**src/rtl/riscv_dcache_pkg.sv**
```systemverilog
// Shared types and geometry helpers for the riscv_dcache data cache.
//   dcache_state_t : controller states (IDLE, WB, FILL, WT, DONE)
//   index_w/offset_w/tag_w : field widths of the word address
//                            {tag, index, offset}
package riscv_dcache_pkg;

    typedef enum logic [2:0] {
        S_IDLE,
        S_WB,
        S_FILL,
        S_WT,
        S_DONE
    } dcache_state_t;

    function automatic int index_w(input int lines);
        return $clog2(lines);
    endfunction

    function automatic int offset_w(input int words);
        return $clog2(words);
    endfunction

    function automatic int tag_w(input int addr_w, input int lines, input int words);
        return addr_w - $clog2(lines) - $clog2(words);
    endfunction

endpackage

```
**src/rtl/dcache_store.sv**
```systemverilog
// Storage arrays of the direct-mapped data cache.
// Ports:
//   clk_i, reset_i           : clock, synchronous active-high reset (clears valid/dirty only)
//   index                    : line selected for both read and write
//   line_data/line_tag       : combinational read of the whole selected line and its tag
//   line_valid/line_dirty    : combinational status of the selected line
//   word_we/word_offset/word_data : single-word write into the selected line
//   fill_done/fill_tag       : line refill complete -> write tag, set valid, clear dirty
//   dirty_set/dirty_clr      : dirty bit maintenance for the selected line
module dcache_store
    import riscv_dcache_pkg::*;
#(
    parameter  int DATA_W = 32,
    parameter  int LINES  = 16,
    parameter  int WORDS  = 4,
    parameter  int TAG_W  = 4,
    localparam int IDX_W  = index_w(LINES),
    localparam int OFF_W  = offset_w(WORDS)
) (
    input  logic                          clk_i,
    input  logic                          reset_i,
    input  logic [IDX_W-1:0]              index,
    output logic [WORDS-1:0][DATA_W-1:0]  line_data,
    output logic [TAG_W-1:0]              line_tag,
    output logic                          line_valid,
    output logic                          line_dirty,
    input  logic                          word_we,
    input  logic [OFF_W-1:0]              word_offset,
    input  logic [DATA_W-1:0]             word_data,
    input  logic                          fill_done,
    input  logic [TAG_W-1:0]              fill_tag,
    input  logic                          dirty_set,
    input  logic                          dirty_clr
);

    logic [WORDS-1:0][DATA_W-1:0] data_q [LINES];
    logic [TAG_W-1:0]             tag_q  [LINES];
    logic [LINES-1:0]             valid_q;
    logic [LINES-1:0]             dirty_q;

    assign line_data  = data_q[index];
    assign line_tag   = tag_q[index];
    assign line_valid = valid_q[index];
    assign line_dirty = dirty_q[index];

    // NOTE: data and tag arrays carry no reset; a line is only trusted once
    // its valid bit is set, so clearing valid is enough and keeps these as RAM.
    always_ff @(posedge clk_i) begin
        if (!reset_i) begin
            // NOTE: all state updates are non-blocking so every reader sees the
            // pre-edge value regardless of block ordering.
            if (word_we)   data_q[index][word_offset] <= word_data;
            if (fill_done) tag_q[index]               <= fill_tag;
        end
    end

    always_ff @(posedge clk_i) begin
        if (reset_i) begin
            valid_q <= '0;
            dirty_q <= '0;
        end else begin
            if (fill_done) begin
                valid_q[index] <= 1'b1;
                dirty_q[index] <= 1'b0;
            end
            if (dirty_set) dirty_q[index] <= 1'b1;
            if (dirty_clr) dirty_q[index] <= 1'b0;
        end
    end

endmodule

```
**src/rtl/riscv_dcache.sv**
```systemverilog
// Parametrised direct-mapped data cache between the single-cycle core and a
// word-wide req/ack memory port. Selectable write-back/allocate or
// write-through/no-allocate policy.
// Ports:
//   clk_i, reset_i                 : clock, synchronous active-high reset
//   MemRead_i, MemWrite_i          : core load/store request (store wins if both)
//   WordAddress_i, DataIn_i        : request word address and store data
//   Stall_o                        : combinational, freezes the core until served
//   DataOut_o                      : hit word on a read hit, else 0
//   mem_req_o/mem_we_o/mem_addr_o/mem_wdata_o : registered memory beat request
//   mem_rdata_i, mem_ack_i         : memory beat response
module riscv_dcache
    import riscv_dcache_pkg::*;
#(
    parameter int ADDR_W     = 10,
    parameter int DATA_W     = 32,
    parameter int LINES      = 16,
    parameter int WORDS      = 4,
    parameter int WRITE_BACK = 1
) (
    input  logic              clk_i,
    input  logic              reset_i,
    input  logic              MemRead_i,
    input  logic              MemWrite_i,
    input  logic [ADDR_W-1:0] WordAddress_i,
    input  logic [DATA_W-1:0] DataIn_i,
    output logic              Stall_o,
    output logic [DATA_W-1:0] DataOut_o,
    output logic              mem_req_o,
    output logic              mem_we_o,
    output logic [ADDR_W-1:0] mem_addr_o,
    output logic [DATA_W-1:0] mem_wdata_o,
    input  logic [DATA_W-1:0] mem_rdata_i,
    input  logic              mem_ack_i
);

    localparam int IDX_W   = index_w(LINES);
    localparam int OFF_W   = offset_w(WORDS);
    localparam int TAG_W   = tag_w(ADDR_W, LINES, WORDS);
    localparam bit WB_MODE = (WRITE_BACK != 0);
    localparam logic [OFF_W-1:0] LAST_OFF = OFF_W'(WORDS - 1);

    dcache_state_t state;
    logic [OFF_W-1:0] cnt;
    logic [OFF_W-1:0] next_cnt;

    logic [TAG_W-1:0] req_tag;
    logic [IDX_W-1:0] req_index;
    logic [OFF_W-1:0] req_offset;

    logic [WORDS-1:0][DATA_W-1:0] line_data;
    logic [TAG_W-1:0]             line_tag;
    logic                         line_valid;
    logic                         line_dirty;

    logic              is_read;
    logic              hit;
    logic              beat_done;
    logic              last_beat;
    logic              wb_write_hit;
    logic              served;
    logic              miss_fill;
    logic              store_we;
    logic [OFF_W-1:0]  store_offset;
    logic [DATA_W-1:0] store_data;
    logic              fill_done;
    logic              dirty_set;
    logic              dirty_clr;

    assign {req_tag, req_index, req_offset} = WordAddress_i;

    assign is_read      = MemRead_i && !MemWrite_i;
    assign hit          = line_valid && (line_tag == req_tag);
    assign beat_done    = mem_req_o && mem_ack_i;
    assign last_beat    = (cnt == LAST_OFF);
    assign next_cnt     = cnt + 1'b1;
    assign wb_write_hit = WB_MODE && MemWrite_i && hit;
    assign served       = (is_read && hit) || wb_write_hit;
    // A miss needs a line fill for loads always, and for stores only when allocating.
    assign miss_fill    = !hit && (is_read || (WB_MODE && MemWrite_i));

    assign Stall_o   = ((state == S_IDLE) && (MemRead_i || MemWrite_i) && !served)
                     || (state inside {S_WB, S_FILL, S_WT});
    assign DataOut_o = (MemRead_i && hit) ? line_data[req_offset] : '0;

    // Array writes: store hit in IDLE, refill beats, and the write-through
    // update of an already cached word (no allocate on a miss).
    assign store_we     = ((state == S_IDLE) && wb_write_hit)
                        || ((state == S_FILL) && beat_done)
                        || ((state == S_WT) && beat_done && hit);
    assign store_offset = (state == S_FILL) ? cnt : req_offset;
    assign store_data   = (state == S_FILL) ? mem_rdata_i : DataIn_i;
    assign fill_done    = (state == S_FILL) && beat_done && last_beat;
    assign dirty_set    = (state == S_IDLE) && wb_write_hit;
    assign dirty_clr    = (state == S_WB) && beat_done && last_beat;

    dcache_store #(
        .DATA_W (DATA_W),
        .LINES  (LINES),
        .WORDS  (WORDS),
        .TAG_W  (TAG_W)
    ) u_store (
        .clk_i       (clk_i),
        .reset_i     (reset_i),
        .index       (req_index),
        .line_data   (line_data),
        .line_tag    (line_tag),
        .line_valid  (line_valid),
        .line_dirty  (line_dirty),
        .word_we     (store_we),
        .word_offset (store_offset),
        .word_data   (store_data),
        .fill_done   (fill_done),
        .fill_tag    (req_tag),
        .dirty_set   (dirty_set),
        .dirty_clr   (dirty_clr)
    );

    // Controller with registered memory-port outputs: each beat's request is
    // loaded one edge ahead, so address/data are stable until the ack.
    always_ff @(posedge clk_i) begin
        if (reset_i) begin
            state       <= S_IDLE;
            cnt         <= '0;
            mem_req_o   <= 1'b0;
            mem_we_o    <= 1'b0;
            mem_addr_o  <= '0;
            mem_wdata_o <= '0;
        end else begin
            case (state)
                S_IDLE: begin
                    if (!WB_MODE && MemWrite_i) begin
                        state       <= S_WT;
                        mem_req_o   <= 1'b1;
                        mem_we_o    <= 1'b1;
                        mem_addr_o  <= WordAddress_i;
                        mem_wdata_o <= DataIn_i;
                    end else if (miss_fill) begin
                        cnt       <= '0;
                        mem_req_o <= 1'b1;
                        if (line_valid && line_dirty) begin
                            state       <= S_WB;
                            mem_we_o    <= 1'b1;
                            mem_addr_o  <= {line_tag, req_index, {OFF_W{1'b0}}};
                            mem_wdata_o <= line_data[0];
                        end else begin
                            state       <= S_FILL;
                            mem_we_o    <= 1'b0;
                            mem_addr_o  <= {req_tag, req_index, {OFF_W{1'b0}}};
                            mem_wdata_o <= '0;
                        end
                    end
                end
                S_WB: begin
                    if (beat_done) begin
                        if (last_beat) begin
                            state       <= S_FILL;
                            cnt         <= '0;
                            mem_we_o    <= 1'b0;
                            mem_addr_o  <= {req_tag, req_index, {OFF_W{1'b0}}};
                            mem_wdata_o <= '0;
                        end else begin
                            cnt         <= next_cnt;
                            mem_addr_o  <= mem_addr_o + 1'b1;
                            mem_wdata_o <= line_data[next_cnt];
                        end
                    end
                end
                S_FILL: begin
                    if (beat_done) begin
                        if (last_beat) begin
                            state      <= S_IDLE;
                            cnt        <= '0;
                            mem_req_o  <= 1'b0;
                            mem_addr_o <= '0;
                        end else begin
                            cnt        <= next_cnt;
                            mem_addr_o <= mem_addr_o + 1'b1;
                        end
                    end
                end
                S_WT: begin
                    if (beat_done) begin
                        state       <= S_DONE;
                        mem_req_o   <= 1'b0;
                        mem_we_o    <= 1'b0;
                        mem_addr_o  <= '0;
                        mem_wdata_o <= '0;
                    end
                end
                // One unstalled cycle so the core moves past the store before
                // the cache looks at the request inputs again.
                S_DONE:  state <= S_IDLE;
                default: state <= S_IDLE;
            endcase
        end
    end

endmodule

```
**config.mk**
```make
export PLATFORM = sky130hd
export DESIGN_NAME = riscv_dcache
export DESIGN_NICKNAME = d
export VERILOG_FILES = /design/src/rtl/riscv_dcache_pkg.sv /design/src/rtl/dcache_store.sv /design/src/rtl/riscv_dcache.sv
export SDC_FILE = /design/constraint.sdc
export NUM_CORES = 2
export LEC_CHECK = 0
export BUFFER_PORTS_ARGS = -buffer_cell sky130_fd_sc_hd__buf_4
export CORE_ASPECT_RATIO = 0.8
export CORE_MARGIN = 2
export CORE_UTILIZATION = 60
export DETAILED_ROUTE_END_ITERATION = 16
export GPL_TIMING_DRIVEN = 0
export PLACE_DENSITY = 0.77
export SETUP_SLACK_MARGIN = 0.05
export SYNTH_ARGS = -nofsm -noshare
export SYNTH_HDL_FRONTEND = slang
export SYNTH_SLANG_ARGS = --single-unit
```
**constraint.sdc**
```tcl
create_clock -name clk_i -period 15 [get_ports clk_i]
set_input_delay 3 -clock clk_i [delete_from_list [all_inputs] [get_ports clk_i]]
set_output_delay 3 -clock clk_i [all_outputs]
set_load 0.03 [all_outputs]
```
; Yosys cells after proc, flatten, opt, wreduce, memory -nomap -nowiden
; Memories as Yosys holds them, arrays and structs flattened.
; Cells that the tools add are included.
; Widths: inputs -> output; s select.
[op_classes]
mul = 0
add_sub_neg = 2
mux = 60
eq_ne = 12
n_shift = 0
n_lt_le_gt_ge = 6
div_mod_pow = 0
n_reduce_logical = 41
n_bitwise = 5
[ops]
columns = op, n
row1 = $mux 32, 10
row2 = $bmux 32 s2, 2
row3 = $mux 128, 1
row4 = $pmux 32 s3, 1
row5 = $mux 16, 5
row6 = $mux 10, 7
row7 = $demux 32 s2, 1
row8 = $pmux 10 s4, 1
row9 = $and 16x16->16, 2
row10 = $or 16x16->16, 2
row11 = $logic_and 1x1->1, 19
row12 = $mux 3, 6
row13 = $not 16->16, 1
row14 = $reduce_and 5->1, 3
row15 = $mux 1, 14
row16 = $ne 2x2->1 const B, 6
row17 = $pmux 3 s4, 1
row18 = $add 10x1->10 const B, 1
row19 = $mux 2, 5
row20 = $lt 2x3->1 const B, 3
row21 = $reduce_bool 3->1, 3
row22 = $bmux 1 s4, 2
row23 = $eq 3x2->1 const B, 2
row24 = $logic_or 1x1->1, 6
row25 = 19 further kinds, 22
[word_totals]
inputBits = 79
n_memories = 2
latchBits = 0
romBits = 0
output_inout_bits = 77
word_cells = 136
regBits = 81
mem_bits_rw = 2112
[memory_table]
columns = memory, depth, width, read_ports, rd_clocked_by_memory_dff, write_ports, line_no
row1 = u_store.data_q, 16, 128, 1, 0, 1, dcache_store.sv:36  ; logic [WORDS-1:0][DATA_W-1:0] data_q [LINES];
row2 = u_store.tag_q, 16, 4, 1, 0, 1, dcache_store.sv:37  ; logic [TAG_W-1:0] tag_q [LINES];

; Longest topological paths before layout
[logic_depth]
ltp_word = 13
depth_mapped = 13
mapped_depth_nobuf = 8

; Cells and area by module
; From an unflattened synthesis, not the netlist that was laid out.
[hier_totals]
cells_unflattened = 3942
hier_area_um2 = 85338.1
[modules_own_cells]
columns = module, seq_area_each_um2, n_inst, cells_each, area_each_um2
row1 = dcache_store, 64061.4, 1, 3481, 80598.6
row2 = riscv_dcache, 980.9, 1, 461, 4739.5

; Worst setup path after synthesis
; Ideal clock, no wire load.
[synth_path]
path_type = input-to-output
startpoint = input port WordAddress_i[3]
endpoint = output port DataOut_o[22]
n_path_buf = 3
t_required_ns = 12.000
path_stages = 10
setup_slack_ns = 6.208
t_arrival_ns = 5.792
path_cell_list = buf_4 -> buf_4 -> mux4_2 -> nand3b_1 -> o2111a_1 -> nand3_1 -> nor4_4 -> nand2_1 -> clkbuf_1 -> a211oi_1
[synth_via]
elab_chain_cells = 5
word_cells_on_any_way = 10
classes_between = eq/ne: 1 / mux: 5 / reduce/logical: 2 / memory: 2
[synth_rtl]
columns = element, line_no
row1 = from (decl), riscv_dcache.sv:25  ; input logic [ADDR_W-1:0] WordAddress_i,
row2 = $mem_v2 16x4 or $bmux 1 s4 (tied branches), -
row3 = $eq 4x4->1 or $mux 1 (tied branches), "riscv_dcache.sv:73, dcache_store.sv:43"
row4 = $logic_and 1x1->1, riscv_dcache.sv:73  ; assign hit = line_valid && (line_tag == req_tag);
row5 = $logic_and 1x1->1, riscv_dcache.sv:84  ; assign DataOut_o = (MemRead_i && hit) ? line_data[req_offset] : '0;
row6 = $mux 32 (*), riscv_dcache.sv:84
row7 = to (decl), riscv_dcache.sv:28  ; output logic [DATA_W-1:0] DataOut_o,
; Mark *: on every way between the ends. The rest lies on a longest branch, timed or not. The select of a mux whose other input is x is not followed.

; Worst setup path in the final report
[layout_path]
startpoint = input port WordAddress_i[2]
endpoint = output port DataOut_o[2]
; The elaborated chain is that of the path after synthesis.

==> metrics <==
status finished, violations left; failing checks max-capacitance violations, max-slew violations; P_leak approximately 32 nW; TritonCTS Buffers between 150 and 200; cts hold-fix bufs 0; nets 5017; Max FO, Critical Path 10; global route overflow 0; Rel. slew slack -5.227%; part of the Yosys area used for sequential elements approximately three quarters; Setup Buffers After CTS 0; Sink Count 2193; via count 49814; WL met1 96.67 mm; drt pass-1 iters 7; initial antenna violation count 15; Compound-Gate Fraction of Synth Area 5.543%; first-pass GRT wire length about 370 mm; leading cell type in the layout, fill and taps excluded edfxtp_1; Post-Syn Area per Cell between 15 and 20 sq um; Fin Hold WS 0.4746 ns; FFs w/ async S/R, synth 0%; final core occ between 60 and 70%; dpl cell area about 0.093 sq mm; # fillers between 8000 and 9000; GP Congestion slightly above 1; met2 WL roughly 110 mm; total global routing track utilization roughly 36%; critical path arrival roughly 8.3 ns; Seq. cell area 0.06504 sq mm; final hold violation count 0; starting DRC count in detailed routing 8321; post-cts sizing count 0; commonest non-fill, non-tap cells in the layout edfxtp_1, mux4_2, clkbuf_1; wire per inst ~38 um; Post-route DRC 0; post-synthesis xor/xnor area fraction less than 1%; H-tree depth 4; maximum clock path buffer count 3; CTS tree done; Port Buffers 153; #FFs+latches synth ~2200; Final Max Slew Viols 18; Mapped Cells between 4000 and 5000; Worst VDD drop between 0.1 and 0.15 mV; Highest Signal Layer met5; Worst Path Required 12.00 ns; Vias per Instance roughly 7.1; final setup TNS 0 ns; die area about 0.15 sq mm; Root Driver clkbuf_16; core area around 0.14 sq mm; clk_lat worst skew about 0.85 ns; vias in the first global route roughly 48000; RSZ-0062 raised after global routing false; maximum number of pins on one net before global-route repair between 60 and 70; mux cell area share after synthesis 14.70%; Clock transition at path regs approximately 0.06 ns; Design Area, Final 0.09910 sq mm; final WL 267.1 mm; Setup-failing EPs final 0; number of flops mapped to enable cells by yosys about 2100; Detail Route Antenna Nets 0; Synth Area in Adders less than 1%; fin crit period about 11 ns; Layout area overhead 14.34%; Final Cycle Share between 70% and 80%; Critical Path Source Type input pin; chip height ~340 um; Simple-Gate Fraction of Synth Area 3.060%; worst hold path type reg2reg; skew final 0.03840 ns; Slew @ Worst Pin 1.578 ns; Initial Util ~60%; syn_nets about 4600; Setup Crit Path Kind in2out; Syn. warnings 0; WL met3 roughly 41 mm; dpl hpwl approximately 180 mm; fraction of layout instances using a drive strength above 1 a little under a quarter; Max-Cap Viols 2; area of the multi-input gates approximately 0.021 sq mm; Setup crit end kind output port; Synth cell types 54; Power Dens Cells approximately 130 mW/mm^2; Die X 428.9 um; Post-Syn Area a little under 0.09 sq mm; largest family of logic cells by synthesized area multiplexers; f_max a little under 90 MHz; Post-synth top flop edfxtp_1; FP Rows about 120; IO Pins 156
## Yosys cell counts, drive strengths merged (6+ instances only)
master	n	area share, %
edfxtp	2112	73
mux4	472	12
nor2	269	1.2
nand2	189	0.82
clkbuf	180	0.78
mux2i	170	2.0
buf	116	0.63
a22oi	106	0.92
a221oi	95	0.96
a21oi	90	0.52
dfxtp	81	1.9
a211oi	69	0.60
a22o	66	0.67
o21ai	56	0.32
nand2b	38	0.27
mux2	36	0.47
o211ai	34	0.29
o21bai	33	0.29
a31oi	32	0.23
o211a	32	0.37
and3	31	0.22
inv	26	0.11
o22ai	20	0.14
nand3	16	0.092
nor3	16	0.092
nand4	14	0.10
nor2b	11	0.079
nand3b	6	0.052
## sequential cells by signal (all words and copies together) (netlist names), named ones only
| register | cells |
|---|---|
| u_store.data_q | 2048 |
| u_store.tag_q | 64 |
| mem_wdata_o | 32 |
| u_store.valid_q | 16 |
| mem_addr_o | 10 |
| state | 3 |
| cnt | 2 |
| mem_req_o | 1 |
| mem_we_o | 1 |
| u_store.dirty_q | 1 |
## routing by layer
metal / vias to the layer above / track usage [%]
met2: 4154 / 51.65
met3: 616 / 12.69
met5: - / 0
met1: 25570 / 51.72
met4: 10 / 16.99
li1: 19464 / -
## power by group
part / internal, mW / total [mW] / switching (mW)
sequential: 6.88 / 6.89 / 0.00769
clock: 2.61 / 4.84 / 2.23
combinational: 0.294 / 1.11 / 0.814
## kinds of logic after synthesis
logic type                 after synthesis
and+or+nand+nor                        608
muxes                                  678
xor gates and xnor gates                 9
buffers and inverters                  323
adders and majority gates                3
AOI/OAI and AO/OA                      657
DFF                                   2193
## through the flow
stage          cells  setup WS, ns  power [mW]
2_1_floorplan   4471         6.208       7.534
3_3_place_gp    6514         3.526       8.005
3_5_place_dp    6610         3.652       8.082
4_1_cts         6976         3.577       12.82
5_1_grt         6991         3.700       13.11
6_report        7003         3.676       12.84
## final cells by class
class	count	share of cell area (%)
Inverter	27	0.1023
Sequential cell	2193	65.63
Tap cell	1890	2.386
Timing Repair Buffer	264	3.294
Buffer	296	1.234
Multi-Input combinational cell	1955	21.20
Antenna cell	12	0.03030
Clock buffer	250	5.282
Clock inverter	116	0.8383
## path summary, 6_finish.rpt
kind,startpoint,endpoint,slack (ns),depth (start not counted)
worst min register to register,u_store.valid_q[10]$_SDFFE_PP0P_,u_store.valid_q[10]$_SDFFE_PP0P_,0.47,2
worst max register to register,state[1]$_SDFFE_PP0P_,u_store.data_q[4][44]$_DFFE_PP_,10.23,9
worst min-delay path,u_store.valid_q[10]$_SDFFE_PP0P_,u_store.valid_q[10]$_SDFFE_PP0P_,0.47,2
worst max-delay path,WordAddress_i[2],DataOut_o[2],3.68,13
## worst max-delay path, stage by stage
cell and delay, ns:
buf_2 0.28, buf_2 0.43, buf_2 0.58, buf_2 0.61
nor2_2 0.29, buf_8 0.25, clkbuf_1 0.34, a221oi_1 0.99
nor2_1 0.13, a31oi_1 0.19, a21oi_1 0.12, a211oi_1 0.79
buf_4 0.29
Note: power is estimated with default switching activity, not from simulation.
